**src/rtl/noc_switch_allocator_if.sv**
```systemverilog
// Handshake bundle between input FIFOs, crossbar and the switch allocator.
// The upstream/downstream side is the master; the allocator is the slave.
interface noc_switch_allocator_if #(
    parameter int NPORTS = 5
);
    logic [NPORTS-1:0]        req_valid;
    logic [NPORTS*NPORTS-1:0] req_dest;
    logic [NPORTS-1:0]        req_tail;
    logic [NPORTS-1:0]        credit_in;
    logic [NPORTS-1:0]        grant;
    logic [NPORTS-1:0]        out_valid;
    logic [NPORTS*NPORTS-1:0] xbar_sel;
    logic                     err;

    modport master (
        output req_valid,
        output req_dest,
        output req_tail,
        output credit_in,
        input  grant,
        input  out_valid,
        input  xbar_sel,
        input  err
    );

    modport slave (
        input  req_valid,
        input  req_dest,
        input  req_tail,
        input  credit_in,
        output grant,
        output out_valid,
        output xbar_sel,
        output err
    );
endinterface

```
**src/rtl/noc_switch_allocator.sv**
```systemverilog
// Wormhole switch allocator: one round-robin IDLE/BUSY FSM per output,
// credit-gated flit transfer, registered crossbar select.
module noc_switch_allocator #(
    parameter int NPORTS  = 5,
    parameter int CREDITS = 4
) (
    input logic                   clk,
    input logic                   rst,
    noc_switch_allocator_if.slave sw
);
    localparam int CW = $clog2(CREDITS + 1);
    localparam int IW = (NPORTS > 1) ? $clog2(NPORTS) : 1;
    localparam logic [CW-1:0] CRED_MAX = CW'(CREDITS);
    localparam logic [IW-1:0] LAST_IDX = IW'(NPORTS - 1);

    typedef enum logic {
        IDLE = 1'b0,
        BUSY = 1'b1
    } state_e;

    state_e            state_q   [NPORTS];
    state_e            state_d   [NPORTS];
    logic [IW-1:0]     owner_q   [NPORTS];
    logic [IW-1:0]     owner_d   [NPORTS];
    logic [IW-1:0]     rr_last_q [NPORTS];
    logic [IW-1:0]     rr_last_d [NPORTS];
    logic [CW-1:0]     credit_q  [NPORTS];
    logic [CW-1:0]     credit_d  [NPORTS];
    logic [NPORTS-1:0] xbar_q    [NPORTS];
    logic [NPORTS-1:0] xbar_d    [NPORTS];
    logic              err_q;
    logic              err_d;

    logic [NPORTS-1:0] dest [NPORTS];
    logic [NPORTS-1:0] cand [NPORTS];
    logic [IW:0]       pick [NPORTS];
    logic [NPORTS-1:0] req_ok;
    logic [NPORTS-1:0] bad_req;
    logic [NPORTS-1:0] owned;
    logic [NPORTS-1:0] send;
    logic [NPORTS-1:0] grant_c;
    logic [NPORTS*NPORTS-1:0] xbar_flat;

    // Returns {found, index}: first set bit of cand after last, wrapping.
    function automatic logic [IW:0] rr_pick(
        input logic [NPORTS-1:0] c,
        input logic [IW-1:0]     last
    );
        logic [IW:0] r;
        int          idx;
        r = '0;
        for (int k = NPORTS; k >= 1; k--) begin
            idx = (int'(last) + k) % NPORTS;
            if (c[IW'(idx)]) begin
                r = {1'b1, IW'(idx)};
            end
        end
        return r;
    endfunction

    always_comb begin
        for (int i = 0; i < NPORTS; i++) begin
            dest[i]    = sw.req_dest[i*NPORTS +: NPORTS];
            req_ok[i]  = sw.req_valid[i] & $onehot(dest[i]);
            bad_req[i] = sw.req_valid[i] & ~$onehot(dest[i]);
        end
    end

    always_comb begin
        owned = '0;
        for (int o = 0; o < NPORTS; o++) begin
            if (state_q[o] == BUSY) begin
                owned[owner_q[o]] = 1'b1;
            end
        end
    end

    always_comb begin
        for (int o = 0; o < NPORTS; o++) begin
            for (int i = 0; i < NPORTS; i++) begin
                cand[o][i] = req_ok[i] & dest[i][o] & ~owned[i];
            end
            pick[o] = rr_pick(cand[o], rr_last_q[o]);
        end
    end

    // A flit moves only from a locked owner with a free downstream slot.
    always_comb begin
        send = '0;
        for (int o = 0; o < NPORTS; o++) begin
            send[o] = ~rst
                    & (state_q[o] == BUSY)
                    & sw.req_valid[owner_q[o]]
                    & (credit_q[o] != '0);
        end
    end

    always_ff @(posedge clk) begin
        if (rst) begin
            for (int o = 0; o < NPORTS; o++) begin
                state_q[o]   <= IDLE;
                owner_q[o]   <= '0;
                rr_last_q[o] <= LAST_IDX;
                credit_q[o]  <= CRED_MAX;
                xbar_q[o]    <= '0;
            end
            err_q <= 1'b0;
        end else begin
            for (int o = 0; o < NPORTS; o++) begin
                state_q[o]   <= state_d[o];
                owner_q[o]   <= owner_d[o];
                rr_last_q[o] <= rr_last_d[o];
                credit_q[o]  <= credit_d[o];
                xbar_q[o]    <= xbar_d[o];
            end
            err_q <= err_d;
        end
    end

    always_comb begin
        err_d = err_q | (|bad_req);
        for (int o = 0; o < NPORTS; o++) begin
            state_d[o]   = state_q[o];
            owner_d[o]   = owner_q[o];
            rr_last_d[o] = rr_last_q[o];
            credit_d[o]  = credit_q[o];
            xbar_d[o]    = xbar_q[o];

            unique case (state_q[o])
                IDLE: begin
                    if (pick[o][IW]) begin
                        state_d[o] = BUSY;
                        owner_d[o] = pick[o][IW-1:0];
                        xbar_d[o]  = NPORTS'(1) << pick[o][IW-1:0];
                    end
                end
                BUSY: begin
                    if (send[o] && sw.req_tail[owner_q[o]]) begin
                        state_d[o]   = IDLE;
                        rr_last_d[o] = owner_q[o];
                        xbar_d[o]    = '0;
                    end
                end
            endcase

            // Simultaneous send and credit return cancel out.
            unique case ({send[o], sw.credit_in[o]})
                2'b10: credit_d[o] = credit_q[o] - CW'(1);
                2'b01: begin
                    if (credit_q[o] == CRED_MAX) begin
                        err_d = 1'b1;
                    end else begin
                        credit_d[o] = credit_q[o] + CW'(1);
                    end
                end
                default: credit_d[o] = credit_q[o];
            endcase
        end
    end

    always_comb begin
        grant_c = '0;
        for (int o = 0; o < NPORTS; o++) begin
            if (send[o]) begin
                grant_c[owner_q[o]] = 1'b1;
            end
        end
    end

    always_comb begin
        xbar_flat = '0;
        for (int o = 0; o < NPORTS; o++) begin
            xbar_flat[o*NPORTS +: NPORTS] = xbar_q[o];
        end
    end

    assign sw.grant     = grant_c;
    assign sw.out_valid = send;
    assign sw.xbar_sel  = xbar_flat;
    assign sw.err       = err_q;
endmodule

```
**src/flat_wrapper.sv**
```systemverilog
// flat-port wrapper written by rule: the top's interface ports become plain ports
module noc_switch_allocator_flat 
#(
    parameter int NPORTS  = 5,
    parameter int CREDITS = 4
)
  (clk, rst, sw_req_valid, sw_req_dest, sw_req_tail, sw_credit_in, sw_grant, sw_out_valid, sw_xbar_sel, sw_err);
  noc_switch_allocator_if #(.NPORTS(NPORTS)) sw_i ();
  input logic clk;
  input logic rst;
  input wire logic [$bits(sw_i.req_valid)-1:0] sw_req_valid;
  input wire logic [$bits(sw_i.req_dest)-1:0] sw_req_dest;
  input wire logic [$bits(sw_i.req_tail)-1:0] sw_req_tail;
  input wire logic [$bits(sw_i.credit_in)-1:0] sw_credit_in;
  output wire logic [$bits(sw_i.grant)-1:0] sw_grant;
  output wire logic [$bits(sw_i.out_valid)-1:0] sw_out_valid;
  output wire logic [$bits(sw_i.xbar_sel)-1:0] sw_xbar_sel;
  output wire logic [$bits(sw_i.err)-1:0] sw_err;
  assign sw_i.req_valid = sw_req_valid;
  assign sw_i.req_dest = sw_req_dest;
  assign sw_i.req_tail = sw_req_tail;
  assign sw_i.credit_in = sw_credit_in;
  assign sw_grant = sw_i.grant;
  assign sw_out_valid = sw_i.out_valid;
  assign sw_xbar_sel = sw_i.xbar_sel;
  assign sw_err = sw_i.err;
  noc_switch_allocator #(.NPORTS(NPORTS), .CREDITS(CREDITS)) u_core (.clk(clk), .rst(rst), .sw(sw_i));
endmodule
```
**config.mk**
```make
export PLATFORM = sky130hd
export DESIGN_NAME = noc_switch_allocator_flat
export DESIGN_NICKNAME = d
export VERILOG_FILES = /design/src/rtl/noc_switch_allocator_if.sv /design/src/rtl/noc_switch_allocator.sv /design/src/flat_wrapper.sv
export SDC_FILE = /design/constraint.sdc
export NUM_CORES = 1
export LEC_CHECK = 0
export CAP_MARGIN = 20
export CORE_AREA = 4 4 160 224
export CTS_CLUSTER_SIZE = 12
export DETAILED_ROUTE_END_ITERATION = 7
export DIE_AREA = 0 0 164 228
export PLACE_DENSITY = 0.67
export RECOVER_POWER = 100
export SKIP_LAST_GASP = 1
export SLEW_MARGIN = 20
export SYNTH_ARGS = -nofsm -noshare
export SYNTH_HDL_FRONTEND = slang
export SYNTH_SLANG_ARGS = --single-unit
```
**constraint.sdc**
```tcl
create_clock -name clk -period 4.9 [get_ports clk]
set_input_delay 0.98 -clock clk [delete_from_list [all_inputs] [get_ports clk]]
set_output_delay 0.98 -clock clk [all_outputs]
set_load 0.02 [all_outputs]
```
==> results of run 1 <==
[worst max-delay path, delay by kind of cell]
kind | cells | cell delay [ps]
compound gates | 2 | 190
buf+inv | 4 | 1640
simple gates | 2 | 850
mux | 1 | 280
[metrics by stage]
stage	utilization, %	worst slack, ps
after floorplan	-	24.5
after global placement	46.9	-421
after detailed placement	46.9	-547
after CTS	47.8	1.21
after global routing	48.6	-97.6
final	48.6	-31.1
[per-layer routing]
metal | global-route usage (%) | wire length (um) | vias up
met5 | 0 | 0 | -
met4 | 12.3 | 2590 | 0
met3 | 2.17 | 2150 | 144
met2 | 41.5 | 22500 | 487
met1 | 26.7 | 17700 | 6932
li1 | - | - | 6972
[kinds of logic (layout without fill, tap and decap cells)]
group                      Yosys count  count (layout)
AOI/OAI and AO/OA                  502             502
muxes                               83              83
buffers and inverters              228             448
xor gates and xnor gates            64              64
DFF                                 76              76
adders and majority gates          167             167
and+or+nand+nor                    627             627
[layout make-up]
type,instances,area [um^2],area share [%]
Clock buffer,10,239,1.45
Clock inverter,6,52.6,0.320
Inverter,146,548,3.33
Multi-Input combinational cell,1443,11200,68.2
Sequential cell,76,1520,9.27
Tap cell,451,564,3.43
Timing Repair Buffer,286,2310,14.0
[sequential cells by signal, summed over array words and instances, names as in the netlist]
name / cells
u_core.sw.err: 1
u_core.owner_q: 15
u_core.rr_last_q: 15
u_core.xbar_q: 25
u_core.state_q: 5
u_core.credit_q: 15
[cells in the final DEF (no fill, tap or decap), drive strengths merged, types with 10 or more instances in the layout]
cell type        n
a31oi           30
xnor2           50
dlygate4sd3     31
o22ai           19
mux2            15
clkbuf          25
buf            198
and2            14
nand4b          10
nand3           57
nand2b          37
or2             19
nand2          114
nand3b          12
or3             16
nand4           31
mux2i           60
dfxtp           76
xor2            14
fa              19
o21ai           81
o211ai          20
a22oi           14
a211oi          40
nor4            16
o31ai           19
ha             148
clkdlybuf4s50   33
nor2           141
nor4b           12
and3            18
a211o           13
nor2b           18
nor3            55
o21a            16
a21oi           87
a21o            12
inv            149
[how the worst max path moves through the flow]
stage | end | slack (ps) | cells past startpoint
3_5_place_dp | u_core.xbar_q[0][17]$_SDFFE_PP0P_ | -550 | 19
5_1_grt | u_core.xbar_q[0][4]$_SDFFE_PP0P_ | -100 | 18
2_1_floorplan | u_core.xbar_q[0][10]$_SDFFE_PP0P_ | 20 | 21
3_3_place_gp | u_core.xbar_q[0][17]$_SDFFE_PP0P_ | -420 | 19
4_1_cts | u_core.xbar_q[0][9]$_SDFFE_PP0P_ | 1 | 15
6_report | sw_grant[4] | -30 | 9
[report_power, final]
group | leakage [nW] | total (mW) | internal [mW] | switching, mW
Combinational | 6.17 | 1.21 | 0.557 | 0.656
Clock | 0.138 | 0.680 | 0.366 | 0.314
Sequential | 0.617 | 0.823 | 0.688 | 0.135
Total | 6.93 | 2.72 | 1.61 | 1.10
[timing repair]
item	CTS	global route
endpoints found under the hold margin	0	0
endpoints found under the setup margin	21	45
setup buffers	0	5
pin swaps	1	14
resized for setup	5	66
cloned	0	1
==> results.sh, run 1 <==
export IMPL_status="finished, violations left"
export IMPL_violations="setup timing"
export IMPL_drv_cap=0
export IMPL_detail_route_vias_per_cell=6.01
export IMPL_drt_wl_total_um=44900
export IMPL_yosys_top_cells_area="ha_1 (14%), dfxtp_1 (11%), mux2i_1 (4.3%)"
export IMPL_pwr_density_cell_nw_per_um2=165
export IMPL_core_area_um2=33800
export IMPL_hp_start="u_core.xbar_q[0][11]$_SDFFE_PP0P_"
export IMPL_slew_headroom_pct=41.9
export IMPL_yosysUniqueCellTypes=125
export IMPL_ys_warn_count=0
export IMPL_hold_path_cell_count=2
export IMPL_num_io_pins=78
export IMPL_synth_simple_area_share_pct=26.0
export IMPL_leakage_nw=6.93
export IMPL_synthFlopType="dfxtp_1"
export IMPL_period_needed_ps=4930
export IMPL_synth_edf_count=0
export IMPL_layout_setup_ws_ps=-31.1
export IMPL_crit_start="sw_req_valid[0]"
export IMPL_tns_ps=-31.1
export IMPL_synth_seq_area_share_pct=11.4
export IMPL_synthArstFlopShare_pct=0
export IMPL_whs_endpoint="u_core.xbar_q[0][11]$_SDFFE_PP0P_"
export IMPL_post_dp_hpwl_um=36200
export IMPL_synthesis_area_um2=13400
export IMPL_final_instance_count_excl_fill=2418
export IMPL_overflow=0
export IMPL_track_usage_pct=23.1
export IMPL_portBuffers=77
export IMPL_worst_slew_pin_slew_ps=868
export IMPL_synth_xor_area_share_pct=4.41
export IMPL_ys_ff_latch=76
export IMPL_fmax_ghz=0.203
export IMPL_htreeDepth=3
export IMPL_vdd_drop_max_v=0.000163
export IMPL_yosysMostFrequentCell="ha_1"
export IMPL_areaGrowthSynthToFinish_pct=22.7
export IMPL_syn_avg_cell_area_um2=7.67
export IMPL_wl_per_cell_um=18.6
export IMPL_detail_route_antenna_nets=0
export IMPL_synth_top_family_by_area="compound AO/OA/AOI/OAI gates"
export IMPL_muxShareOfSynthArea_pct=7.21
export IMPL_die_area_um2=37400
export IMPL_r2r_start="u_core.rr_last_q[0][2]$_SDFFE_PP1P_"
export IMPL_crit_chain="dlygate4sd3_1 -> mux4_2 -> a22oi_1 -> or4b_2 -> clkbuf_1 -> inv_1 -> a32oi_1 -> nand4_1 -> clkdlybuf4s50_1"
export IMPL_rows=80
export IMPL_grt_max_degree=29
export IMPL_max_stage_delay_ps=670
export IMPL_path_clk_slew_ps=60
export IMPL_worstSetupEndpointType="output pin"
export IMPL_grt_pass1_vias=13994
export IMPL_slowest_stage="dlygate4sd3_1"
export IMPL_clockBufferDepth=2
export IMPL_cts_tree="built"
export IMPL_critPathLaunchType="input pin"
export IMPL_synth_top_area_share_pct=13.8
export IMPL_total_power_mw=2.72
export IMPL_final_nets=2171
export IMPL_clkSinkCount=76
export IMPL_syn_instance_count=1747
export IMPL_min_delay_path_class="flip-flop to flip-flop"
export IMPL_dp_cells=2396
export IMPL_drcViolationCount=0
export IMPL_antenna_cells=0
export IMPL_syn_nets=1956
export IMPL_initial_core_util_pct=39.6
export IMPL_cp_required_ps=3920
export IMPL_cp_max_fo=5
export IMPL_root_buffer="clkbuf_16"
export IMPL_cts_buffers=9
export IMPL_rrSetupSlack_ps=200
export IMPL_clk_latency_ps=370
export IMPL_dieHeight_um=228
export IMPL_drt_iter0_drc=1143
export IMPL_placed_cell_area_um2=15900
export IMPL_drt_pass1_iterations=6
export IMPL_holdWs_ps=451
export IMPL_period_share_pct=101
export IMPL_grt_pass1_wl_um=71200
export IMPL_chipWidth_um=164
export IMPL_r2r_cells=18
export IMPL_synth_compound_area_share_pct=27.5
export IMPL_r2r_end="u_core.xbar_q[0][4]$_SDFFE_PP0P_"
export IMPL_finalSetupViolCount=1
export IMPL_final_cell_area_um2=16400
export IMPL_synthTopCellsByCount="ha_1 (148), nor2_1 (140), inv_1 (139)"
export IMPL_gp_congestion=1.03
export IMPL_skew_ps=11.2
export IMPL_arrival_ps=3950
export IMPL_slew_violations=0
export IMPL_crit_type="input pin to output pin"
export IMPL_hold_buffers=0
export IMPL_antenna_found_initial=0
export IMPL_n_fill_cell=3388
export IMPL_vias=14535
export IMPL_drive_above_1_share_pct=18.4
export IMPL_yosys_area_share_adder_pct=16.7
export IMPL_hold_violations=0
export IMPL_rsz0062_at_grt="true"
export IMPL_synth_area_leader_cell="ha_1"
Power figures use the tool's default switching activity.
==> run 2: changes to the inputs <==
Settings changed: SLEW_MARGIN 20 to 10.
==> results of run 2 <==
No change in the layout: final DEF, timing and power equal those of run 1.
==> edit (flow settings as in run 2) <==
`CREDITS` is set to 4 in 2 places; all go to 8.
--- a/src/rtl/noc_switch_allocator.sv
+++ b/src/rtl/noc_switch_allocator.sv
@@ -2,7 +2,7 @@
 // credit-gated flit transfer, registered crossbar select.
 module noc_switch_allocator #(
     parameter int NPORTS  = 5,
-    parameter int CREDITS = 4
+    parameter int CREDITS = 8
 ) (
     input logic                   clk,
     input logic                   rst,
--- a/src/flat_wrapper.sv
+++ b/src/flat_wrapper.sv
@@ -2,7 +2,7 @@
 module noc_switch_allocator_flat 
 #(
     parameter int NPORTS  = 5,
-    parameter int CREDITS = 4
+    parameter int CREDITS = 8
 )
   (clk, rst, sw_req_valid, sw_req_dest, sw_req_tail, sw_credit_in, sw_grant, sw_out_valid, sw_xbar_sel, sw_err);
   noc_switch_allocator_if #(.NPORTS(NPORTS)) sw_i ();
Function: not settled (the Yosys comparison gave no result); the edit may change what the design does.
==> edit against run 2 <==
Design area grew 7.1%. Sequential cell count up 5. Synthesized cell count grew 4.0%. Power increased by 18%. Setup slack improved by 140 ps. Critical path depth rose by 9. Wire length increased by 3.7%. Via count increased by 4.2%. Final cell count up 3.6%. Area after synthesis up 6.3%. Highest routed layer unchanged.
==> edit: results (changes against run 2) <==
Outcome - finished clean (was complete, but fails checks)
Placed Area - 16800 um^2 (was 15900 um^2)
Antenna violations before repair - 0 (unchanged)
Hold Crit Class - reg2reg (unchanged)
Synth area leaders - ha_1 13%, dfxtp_1 11%, mux2i_1 5.9%, a21oi_1 3.9%, nor2_1 3.2% (was ha_1 14%, dfxtp_1 11%, mux2i_1 4.3%, nor2_1 3.9%, inv_1 3.9%)
Sequential-to-total area share from yosys stat - 0.114 (about the same)
N_diodes - 0 (unchanged)
Min-Delay Startpoint - u_core.xbar_q[0][13] (was u_core.xbar_q[0][11])
Post-DP HPWL - 37000 um (was 36200 um)
Net Sw Frac - 0.406 (was 0.407)
Largest net degree at the start of global routing - 59 (was 29)
Clock skew - 9.29 ps (was 11.2 ps)
Ys Warns - 0 (unchanged)
CP peak stage delay - 450 ps (was 670 ps)
Pre-antenna DRT Iters - 7 (was 6)
I/O Buffers - 77 (unchanged)
Post-Syn Nets - 2023 (was 1956)
Number of global-route vias before repair - 14800 (was 14000)
Top delay family on crit path - simple AND/OR/NAND/NOR gates (was buffers and inverters)
RR Startpoint - u_core.rr_last_q[0][3] (was u_core.rr_last_q[0][2])
Clk Latency, worst-skew pair - 350 ps (was 370 ps)
Biggest regs - u_core.xbar_q (25), u_core.credit_q (20)
GRT Total Usage - 0.240 (was 0.231)
Synth cell types - 128 (was 125)
Dpl ws - -611 ps (was -547 ps)
Root Buffer - clkbuf_16 (unchanged)
Sequential fraction of design power - 0.297 (was 0.303)
R2R depth - 23 (was 18)
Psw - 1.30 mW (was 1.10 mW)
R2r endpoint - u_core.xbar_q[0][7] (was u_core.xbar_q[0][4])
Worst-Margin Slew - 741 ps (was 868 ps)
First-pass GRT wire length - 74600 um (was 71200 um)
Layout Cells excl Fill - 2506 (was 2418)
Nets - 2256 (was 2171)
CP arrival - 5070 ps (was 3950 ps)
Share of cells above drive strength 1 - 0.209 (was 0.184)
Slowest-stage cell, CP - fa_1 (was dlygate4sd3_1)
DR WL/cell - 18.6 um (about the same)
Most instantiated cells after synthesis - 148 x ha_1, 120 x nor2_1, 118 x inv_1, 112 x a21oi_1, 112 x nand2_1 (was 148 x ha_1, 140 x nor2_1, 139 x inv_1, 112 x nand2_1, 84 x a21oi_1)
Crit path max fanout - 5 (unchanged)
Final hold slack - 457 ps (was 451 ps)
Initial DRC Count - 1084 (was 1143)
# fillers - 3254 (was 3388)
Post-CTS Resized - 21 (was 5)
Via density - 6.04 (was 6.01)
Routability cong. - 0.989 (was 1.03)
Peak supply drop - 0.185 mV (was 0.163 mV)
Hold path endpoint - u_core.xbar_q[0][13] (was u_core.xbar_q[0][11])
LEAKAGE - 7.38 nW (was 6.93 nW)
Cells after Synth - 1817 (was 1747)
Area of the multi-input gates - 12100 um^2 (was 11200 um^2)
Comb pwr share - 0.478 (was 0.447)
Worst Setup SP - sw_req_dest[16] (was sw_req_valid[0])
Worst R2R Setup Slack - 230 ps (was 200 ps)
Post-CTS Setup Inserts - 2 (was 0)
## edit: layer usage
layer  track usage  wire length [um]
met1         0.281             18400
met2         0.422             23200
met3        0.0255              2220
met4         0.131              2860
met5             0                 0
## edit: how the worst max path moves through the flow
stage | slack (ps) | endpoint | cells after the start
floorplan | 6 | u_core.xbar_q[0][20] | 25
global placement | -520 | u_core.owner_q[0][3] | 21
detailed placement | -610 | u_core.xbar_q[0][7] | 21
CTS | 10 | u_core.xbar_q[0][12] | 19
global route | -60 | u_core.xbar_q[0][2] | 18
finish | 110 | u_core.xbar_q[0][9] | 18
## edit: final cells by class
cell class	instances	area share
clock buffers	10	0.0136
clock inverters	6	0.00419
inverters	129	0.0275
multi-input cells	1520	0.688
flip-flops and latches	81	0.0923
well taps	451	0.0321
repair buffers	309	0.142
## edit: cells by family after synthesis
family | share of synthesized area
muxes | 0.0785
buffers and inverters | 0.0646
AOI/OAI and AO/OA | 0.288
and+or+nand+nor | 0.262
DFF | 0.114
adders and majority gates | 0.153
xor gates and xnor gates | 0.0408
